==> src/rtl/avst_keccak_arbiter_if.sv <==
// Requester-side and core-side Avalon-ST signals of the keccak arbiter.
// slave is the arbiter's view; master is the view of the requesters and core around it.
interface avst_keccak_arbiter_if #(
    parameter int unsigned NREQ = 4
);
    logic [8*NREQ-1:0] req_data_in;
    logic [NREQ-1:0]   req_end_in;
    logic [NREQ-1:0]   req_valid_in;
    logic [NREQ-1:0]   req_ready_in;
    logic [7:0]        rsp_data_out;
    logic              rsp_end_out;
    logic [NREQ-1:0]   rsp_valid_out;
    logic [NREQ-1:0]   rsp_ready_out;
    logic              core_reset;
    logic [7:0]        core_data_in;
    logic              core_end_in;
    logic              core_valid_in;
    logic              core_ready_in;
    logic [7:0]        core_data_out;
    logic              core_end_out;
    logic              core_valid_out;
    logic              core_ready_out;

    modport slave (
        input  req_data_in, req_end_in, req_valid_in, rsp_ready_out,
        input  core_ready_in, core_data_out, core_end_out, core_valid_out,
        output req_ready_in, rsp_data_out, rsp_end_out, rsp_valid_out,
        output core_reset, core_data_in, core_end_in, core_valid_in, core_ready_out
    );

    modport master (
        output req_data_in, req_end_in, req_valid_in, rsp_ready_out,
        output core_ready_in, core_data_out, core_end_out, core_valid_out,
        input  req_ready_in, rsp_data_out, rsp_end_out, rsp_valid_out,
        input  core_reset, core_data_in, core_end_in, core_valid_in, core_ready_out
    );
endinterface

==> src/rtl/avst_keccak_arbiter.sv <==
// Packet-level round-robin arbiter sharing one byte-wide Avalon-ST keccak core among NREQ
// requesters; the core is held in reset for RST_CYCLES cycles after every digest.
module avst_keccak_arbiter #(
    parameter int unsigned NREQ       = 4,
    parameter int unsigned RST_CYCLES = 2,
    parameter int unsigned GW         = $clog2(NREQ)
) (
    input  logic                 clk,
    input  logic                 reset,
    avst_keccak_arbiter_if.slave bus,
    output logic [GW-1:0]        grant_id,
    output logic                 busy,
    output logic                 proto_err
);
    localparam int unsigned CW = (RST_CYCLES > 1) ? $clog2(RST_CYCLES) : 1;

    typedef enum logic [1:0] {StFlush, StIdle, StAbsorb, StSqueeze} state_e;

    state_e        state_q, state_d;
    logic [CW-1:0] cnt_q, cnt_d;
    logic [GW-1:0] grant_q, grant_d;
    logic [GW-1:0] pick, scan;
    logic          found;
    logic          core_reset_q;
    logic          proto_err_q;

    // First valid requester after the last grant, so the previous winner has lowest priority.
    always_comb begin
        found = 1'b0;
        pick  = grant_q;
        scan  = '0;
        for (int unsigned k = 1; k <= NREQ; k++) begin
            scan = GW'((32'(grant_q) + k) % NREQ);
            if (!found && bus.req_valid_in[scan]) begin
                found = 1'b1;
                pick  = scan;
            end
        end
    end

    always_comb begin
        state_d            = state_q;
        cnt_d              = cnt_q;
        grant_d            = grant_q;
        bus.req_ready_in   = '0;
        bus.rsp_valid_out  = '0;
        bus.rsp_data_out   = bus.core_data_out;
        bus.rsp_end_out    = bus.core_end_out;
        bus.core_data_in   = '0;
        bus.core_end_in    = 1'b0;
        bus.core_valid_in  = 1'b0;
        bus.core_ready_out = 1'b0;
        case (state_q)
            StFlush: begin
                if (cnt_q == CW'(RST_CYCLES - 1)) begin
                    state_d = StIdle;
                    cnt_d   = '0;
                end else begin
                    cnt_d = cnt_q + 1'b1;
                end
            end
            StIdle: begin
                if (found) begin
                    grant_d = pick;
                    state_d = StAbsorb;
                end
            end
            StAbsorb: begin
                bus.core_data_in        = bus.req_data_in[{grant_q, 3'b000} +: 8];
                bus.core_end_in         = bus.req_end_in[grant_q];
                bus.core_valid_in       = bus.req_valid_in[grant_q];
                bus.req_ready_in[grant_q] = bus.core_ready_in;
                if (bus.req_valid_in[grant_q] && bus.core_ready_in && bus.req_end_in[grant_q]) begin
                    state_d = StSqueeze;
                end
            end
            StSqueeze: begin
                bus.core_ready_out         = bus.rsp_ready_out[grant_q];
                bus.rsp_valid_out[grant_q] = bus.core_valid_out;
                if (bus.core_valid_out && bus.rsp_ready_out[grant_q] && bus.core_end_out) begin
                    state_d = StFlush;
                    cnt_d   = '0;
                end
            end
            default: state_d = StFlush;
        endcase
    end

    always_ff @(posedge clk or posedge reset) begin
        if (reset) begin
            state_q      <= StFlush;
            cnt_q        <= '0;
            grant_q      <= GW'(NREQ - 1);
            core_reset_q <= 1'b1;
            proto_err_q  <= 1'b0;
        end else begin
            state_q      <= state_d;
            cnt_q        <= cnt_d;
            grant_q      <= grant_d;
            core_reset_q <= (state_d == StFlush);
            proto_err_q  <= proto_err_q | (bus.core_valid_out && (state_q != StSqueeze));
        end
    end

    assign bus.core_reset = core_reset_q;
    assign grant_id       = grant_q;
    assign busy           = (state_q != StIdle);
    assign proto_err      = proto_err_q;
endmodule

==> src/flat_wrapper.sv <==
// flat-port wrapper written by rule: the top's interface ports become plain ports
module avst_keccak_arbiter_flat 
#(
    parameter int unsigned NREQ       = 4,
    parameter int unsigned RST_CYCLES = 2,
    parameter int unsigned GW         = $clog2(NREQ)
)
  (clk, reset, grant_id, busy, proto_err, bus_req_data_in, bus_req_end_in, bus_req_valid_in, bus_rsp_ready_out, bus_core_ready_in, bus_core_data_out, bus_core_end_out, bus_core_valid_out, bus_req_ready_in, bus_rsp_data_out, bus_rsp_end_out, bus_rsp_valid_out, bus_core_reset, bus_core_data_in, bus_core_end_in, bus_core_valid_in, bus_core_ready_out);
  avst_keccak_arbiter_if #(.NREQ(NREQ)) bus_i ();
  input  logic clk;
  input  logic reset;
  output logic [GW-1:0] grant_id;
  output logic busy;
  output logic proto_err;
  input wire logic [$bits(bus_i.req_data_in)-1:0] bus_req_data_in;
  input wire logic [$bits(bus_i.req_end_in)-1:0] bus_req_end_in;
  input wire logic [$bits(bus_i.req_valid_in)-1:0] bus_req_valid_in;
  input wire logic [$bits(bus_i.rsp_ready_out)-1:0] bus_rsp_ready_out;
  input wire logic [$bits(bus_i.core_ready_in)-1:0] bus_core_ready_in;
  input wire logic [$bits(bus_i.core_data_out)-1:0] bus_core_data_out;
  input wire logic [$bits(bus_i.core_end_out)-1:0] bus_core_end_out;
  input wire logic [$bits(bus_i.core_valid_out)-1:0] bus_core_valid_out;
  output wire logic [$bits(bus_i.req_ready_in)-1:0] bus_req_ready_in;
  output wire logic [$bits(bus_i.rsp_data_out)-1:0] bus_rsp_data_out;
  output wire logic [$bits(bus_i.rsp_end_out)-1:0] bus_rsp_end_out;
  output wire logic [$bits(bus_i.rsp_valid_out)-1:0] bus_rsp_valid_out;
  output wire logic [$bits(bus_i.core_reset)-1:0] bus_core_reset;
  output wire logic [$bits(bus_i.core_data_in)-1:0] bus_core_data_in;
  output wire logic [$bits(bus_i.core_end_in)-1:0] bus_core_end_in;
  output wire logic [$bits(bus_i.core_valid_in)-1:0] bus_core_valid_in;
  output wire logic [$bits(bus_i.core_ready_out)-1:0] bus_core_ready_out;
  assign bus_i.req_data_in = bus_req_data_in;
  assign bus_i.req_end_in = bus_req_end_in;
  assign bus_i.req_valid_in = bus_req_valid_in;
  assign bus_i.rsp_ready_out = bus_rsp_ready_out;
  assign bus_i.core_ready_in = bus_core_ready_in;
  assign bus_i.core_data_out = bus_core_data_out;
  assign bus_i.core_end_out = bus_core_end_out;
  assign bus_i.core_valid_out = bus_core_valid_out;
  assign bus_req_ready_in = bus_i.req_ready_in;
  assign bus_rsp_data_out = bus_i.rsp_data_out;
  assign bus_rsp_end_out = bus_i.rsp_end_out;
  assign bus_rsp_valid_out = bus_i.rsp_valid_out;
  assign bus_core_reset = bus_i.core_reset;
  assign bus_core_data_in = bus_i.core_data_in;
  assign bus_core_end_in = bus_i.core_end_in;
  assign bus_core_valid_in = bus_i.core_valid_in;
  assign bus_core_ready_out = bus_i.core_ready_out;
  avst_keccak_arbiter #(.NREQ(NREQ), .RST_CYCLES(RST_CYCLES), .GW(GW)) u_core (.clk(clk), .reset(reset), .bus(bus_i), .grant_id(grant_id), .busy(busy), .proto_err(proto_err));
endmodule
==> config.mk <==
export PLATFORM = sky130hd
export DESIGN_NAME = avst_keccak_arbiter_flat
export DESIGN_NICKNAME = d
export VERILOG_FILES = /design/src/rtl/avst_keccak_arbiter_if.sv /design/src/rtl/avst_keccak_arbiter.sv /design/src/flat_wrapper.sv
export SDC_FILE = /design/constraint.sdc
export NUM_CORES = 1
export LEC_CHECK = 0
export ABC_AREA = 1
export CAP_MARGIN = 30
export CELL_PAD_IN_SITES_DETAIL_PLACEMENT = 1
export CELL_PAD_IN_SITES_GLOBAL_PLACEMENT = 1
export CORE_ASPECT_RATIO = 0.75
export CORE_MARGIN = 1
export CORE_UTILIZATION = 18
export DETAILED_ROUTE_END_ITERATION = 12
export PLACE_DENSITY = 0.85
export SLEW_MARGIN = 30
export SYNTH_ARGS = -nofsm -noshare
export SYNTH_HDL_FRONTEND = slang
export SYNTH_SLANG_ARGS = --single-unit
==> constraint.sdc <==
create_clock -name clk -period 2.1 [get_ports clk]
set_clock_uncertainty 0.15 [all_clocks]
set_input_delay 0.21 -clock clk [delete_from_list [all_inputs] [get_ports clk]]
set_output_delay 0.21 -clock clk [all_outputs]
set_load 0.01 [all_outputs]
# Word-level counts from Yosys, hierarchy flattened
# Index checks and enable logic that the tools add are counted.
# W data, S select, Z words.
[word_totals]
word_cells = 82
regBits = 7
input_bits = 57
[op_classes]
n_eq_ne = 6
n_lt_le_gt_ge = 6
addsub = 5
shift = 1
mux = 38
reduce_logical = 18
bitwise = 3
[ops]
columns = ["op", "n"]
rows = [
  ["$shiftx A32 B6 Y8", 1],
  ["$mux W1", 17],
  ["$mux W2", 8],
  ["$lt A2 B3 Y1 const B", 5],
  ["$bmux W1 S2", 7],
  ["$logic_and A1 B1 Y1", 9],
  ["$and A4 B4 Y4", 2],
  ["$mux W4", 2],
  ["$mux W8", 1],
  ["$pmux W2 S4", 1],
  ["$add A2 B1 Y2 const B", 2],
  ["$add A2 B2 Y2 const B", 2],
  ["$eq A2 B2 Y1 const B", 2],
  ["$logic_not A2 Y1", 2],
  ["$ne A2 B1 Y1 const B", 2],
  ["$reduce_bool A4 Y1", 1],
  ["$logic_not A1 Y1", 3],
  ["$reduce_and A3 Y1", 1],
  ["$demux W1 S2", 1],
  ["$eq A2 B1 Y1 const B", 1],
  ["$ge A2 B1 Y1 const B", 1],
  ["$ne A2 B2 Y1 const B", 1],
  ["$pmux W1 S2", 1],
  ["$reduce_and A2 Y1", 1],
  ["other kinds (3)", 3],
]

# Depth between registers and ports, before layout
[depth]
depth_word = 16
mapped_depth = 15
mapped_depth_nobuf = 12

# Worst setup path before layout
# Ideal clock, no wire load.
[synth_timing]
path_kind = "register -> register"
from = "register u_core.grant_q[0] (netlist: u_core.grant_id[0])"
to = "register u_core.core_reset_q (netlist: u_core.bus.core_reset)"
slack_ns = -0.156
synth_period_minus_slack_ns = 2.256
t_arrival_ns = 2.038
path_stages_with_launch = 15
cell_sequence = "dfstp_2 buf_6 inv_6 buf_6 buf_2 ha_1 inv_1 nand3_1 nand2_2 nand2_2 nor2_4 nand2_1 nand2_1 nand2_2 a21oi_2"
[synth_via]
elab_chain_len = 16
elab_cells_between_ends = 37
[synth_rtl]
columns = ["element", "line_no", "rtl"]
rows = [
  ["start: declaration", "avst_keccak_arbiter.sv:21", "logic [GW-1:0] grant_q, grant_d;"],
  ["start signal: assignment", "avst_keccak_arbiter.sv:93", "grant_q <= GW'(NREQ - 1);"],
  ["start signal: assignment", "avst_keccak_arbiter.sv:99", "grant_q <= grant_d;"],
  ["$add A2 B1 Y2", "avst_keccak_arbiter.sv:33", "scan = GW'((32'(grant_q) + k) % NREQ);"],
  ["$bmux W1 S2", "avst_keccak_arbiter.sv:34", "if (!found && bus.req_valid_in[scan]) begin"],
  ["$mux W1 (implied by the code)", "avst_keccak_arbiter.sv:34", ""],
  ["$mux W1", "avst_keccak_arbiter.sv:34", ""],
  ["$logic_not A1 Y1", "avst_keccak_arbiter.sv:34", ""],
  ["$logic_and A1 B1 Y1", "avst_keccak_arbiter.sv:34", ""],
  ["$mux W1", "avst_keccak_arbiter.sv:34", ""],
  ["$logic_not A1 Y1", "avst_keccak_arbiter.sv:34", ""],
  ["$logic_and A1 B1 Y1", "avst_keccak_arbiter.sv:34", ""],
  ["$mux W1", "avst_keccak_arbiter.sv:34", ""],
  ["$logic_not A1 Y1", "avst_keccak_arbiter.sv:34", ""],
  ["$logic_and A1 B1 Y1", "avst_keccak_arbiter.sv:34", ""],
  ["$mux W1", "avst_keccak_arbiter.sv:34", ""],
  ["$mux W2", "avst_keccak_arbiter.sv:63", "if (found) begin"],
  ["$pmux W2 S4 (*)", "avst_keccak_arbiter.sv:53", "case (state_q)"],
  ["net u_core.state_d[1]", "avst_keccak_arbiter.sv:19", "state_e state_q, state_d;"],
  ["$logic_not A2 Y1 (*)", "avst_keccak_arbiter.sv:100", "core_reset_q <= (state_d == StFlush);"],
  ["end signal: assignment", "avst_keccak_arbiter.sv:100", ""],
  ["end: declaration", "avst_keccak_arbiter.sv:24", "logic core_reset_q;"],
]
# Mark *: on every way through the listed nets, which the timed path passes. The rest lies on a longest branch. The select of a mux whose other input is x is not followed.
# A chain may end at the register's enable or synchronous reset.

# Worst setup path in the final report
[layout_timing]
from = "register u_core.grant_q[0] (netlist: u_core.grant_id[0])"
to = "output port bus_rsp_valid_out[1]"
[layout_via]
elab_chain_len = 6
elab_cells_between_ends = 7
[layout_rtl]
columns = ["element", "line_no", "rtl"]
rows = [
  ["$lt A2 B3 Y1 (implied by the code) or $ge A2 B1 Y1 (tied branches)", "avst_keccak_arbiter.sv:79", "bus.rsp_valid_out[grant_q] = bus.core_valid_out;"],
  ["$logic_and A1 B1 Y1 (implied by the code)", "avst_keccak_arbiter.sv:79", ""],
  ["$mux W1 (implied by the code)", "avst_keccak_arbiter.sv:79", ""],
  ["$demux W1 S2 (*)", "--", ""],
  ["$and A4 B4 Y4 (no line) (*)", "--", ""],
  ["$mux W4 (*)", "avst_keccak_arbiter.sv:53", ""],
  ["end: declaration", "flat_wrapper.sv:26", "output wire logic [$bits(bus_i.rsp_valid_out)-1:0] bus_rsp_valid_out;"],
]
# Mark *: on every way between the ends. The rest lies on a longest branch, timed or not.

==> impl_metrics.toml <==
[outcome]
outcome = "complete, no violations"

[clock_network]
ctsHtreeMaxLevel = 1
clockBufferDepth = 2
cts_tree = "done"
postCtsHoldBufs = 0
clkSlewWorstSetupHoldPaths_ns = 0.04
cts_buffers = 3
cts_sinks = 7
worstSkewPairLatency_ns = 0.23
clockRootBuffer = "clkbuf_8"

[detailed_routing]
antenna_left = 0
vias_per_cell = 4.27
drc = 0
vias = 1442
drtIter0Drc = 22
wl_per_cell_um = 12.5
drtPass1Iterations = 4
wl_um = 4230

[grt]
track_usage_pct = 14.0
grt_pass1_wl_um = 6830
grt_max_degree = 28
grt_overflow = 0
grt_antenna_before_repair = 0
grt_pass1_vias = 1489

[synth]
synth_cell_type_count = 23
syn_inst = 190
synth_nets = 251
netlist.top_cell.by_area = "nor2_1"
syn_area_um2 = 1080
syn_area_per_cell_um2 = 5.66
synth-seq-cells = 7
ys_seq_area_share_pct = 16.6
synth_top_area_share_pct = 17.4
ys_warn_count = 0
ys_top_cells_by_area = "nor2_1, nand2_1, dfrtp_1"

[layout]
fin_area_um2 = 1970
areaGrowthSynthToFinish_pct = 82.8
nets = 325
drive_gt1_share_pct = 14.1
final_util_pct = 35.4
antennaDiodeCount = 0
final_cell_mix = "clkdlybuf4s50_1, nor2_1, nand2_1, o21ai_0, inv_1"
final_common_cell = "clkdlybuf4s50_1"

[die]
dieArea_um2 = 6290
die_y_um = 69.0
fp.dieW_um = 91.3
fp-row-count = 23
start_util_pct = 19.4
io-pin-count = 90
coreArea_um2 = 5550

[power]
powerDensity_nw_per_um2 = 1270
p_leak_nw = 0.911
p_total_w = 0.00249
vdd_ir_drop_max_uv = 311

[setup_path]
cp_max_fo = 5
required_ns = 1.74
crit_type = "flip-flop to primary output"
critical_path_arrival_ns = 1.69
cp-end-kind = "primary output"
start_kind = "flip-flop"

[timing]
slew_violations = 0
whs_ns = 0.0827
relSlewSlack_pct = 73.8
finalHoldViolCount = 0
fmax_mhz = 488
setup_viol = 0
rsz0062_at_grt = "true"
finalCritPeriodShare_pct = 97.5
period_minus_slack_ns = 2.05
worstMarginPinSlew_ns = 0.392

[worst_hold_path]
min_path_type = "primary input to async pin"

[place]
io_buffers = 73
dpl_cell_area_um2 = 1880
hpwlAfterDp_um = 3470
place_congestion = 0.791

[flow_run]
maxCapViolCount = 0
==> logic make-up after synthesis <==
logic type,count (synthesis),synth area share (%)
AOI/OAI and AO/OA,31,15.2
DFF,7,16.6
adders and majority gates,4,4.65
buffers and inverters,36,18.5
and+or+nand+nor,112,45.0
==> power breakdown <==
group          internal [W]  switching (W)
Sequential         0.000207      0.0000463
Combinational      0.000912        0.00113
Clock              0.000132      0.0000629
Total               0.00125        0.00124
==> state kept, by name (all words and copies together) (netlist names) <==
register               count
u_core.state_q             2
u_core.grant_id            2
u_core.cnt_q               1
u_core.bus.core_reset      1
u_core.proto_err           1
==> repair_timing <==
item                                    4_1_cts  5_1_grt
gates resized for setup                      22       11
endpoints found under the setup margin       19        8
pin swaps                                     0        3
buffers inserted                              0        3
==> critical path: stages, from the launching register on <==
cell           delay (ns)
dfstp_2              0.57
buf_12               0.13
buf_12               0.10
buf_4                0.10
ha_1                 0.13
inv_1                0.05
nor2_1               0.11
dlygate4sd2_1        0.27
==> stage by stage <==
step	setup WS [ns]	TNS [ns]	cells
2_1_floorplan	0.0169	0	190
3_3_place_gp	0.0473	0	331
3_5_place_dp	-0.0182	-0.0182	331
4_1_cts	0.0360	0	335
5_1_grt	-0.0262	-0.0335	338
6_report	0.0520	0	338
==> final cells by class <==
class	instances	area, µm²
fill	721	3590
timing repair buffer	86	845
multi-input combinational	147	726
sequential	7	179
tap	75	93.8
inverter	19	78.8
clock buffer	4	45.0
==> layer usage <==
metal | vias up | global-route usage, % | wire length (µm)
met1 | 652 | 16.7 | 1880
met3 | 14 | 1.86 | 153
met4 | 0 | 5.75 | 91
li1 | 735 | - | -
met2 | 41 | 26.0 | 2110
met5 | - | 0 | 0
==> cell usage after synthesis <==
cell,n
a21boi_1,1
a21o_1,1
a21oi_1,8
a21oi_2,1
and2_4,1
buf_1,1
buf_2,2
buf_4,11
buf_6,2
clkbuf_1,1
dfrtp_1,4
dfstp_2,3
ha_1,4
inv_1,18
inv_6,1
nand2_1,34
nand2_2,6
nand2_4,1
nand3_1,18
nand3_2,1
nor2_1,50
nor2_4,1
o21ai_0,20
==> path summary, 6_finish.rpt <==
| path | from | end | slack, ns | cells after the start |
|---|---|---|---|---|
| hold / removal | reset | u_core.cnt_q | 0.08 | 2 |
| setup reg to reg | u_core.grant_id[0] | u_core.bus.core_reset | 0.11 | 12 |
| setup / recovery | u_core.grant_id[0] | bus_rsp_valid_out[1] | 0.05 | 7 |
| min in group clk | bus_core_data_out[0] | bus_rsp_data_out[0] | 0.27 | 0 |
| hold reg to reg | u_core.proto_err | u_core.proto_err | 0.30 | 1 |
| max in group asynchronous | reset | u_core.bus.core_reset | 1.44 | 2 |
No activity file was read; power rests on OpenSTA's default activity.
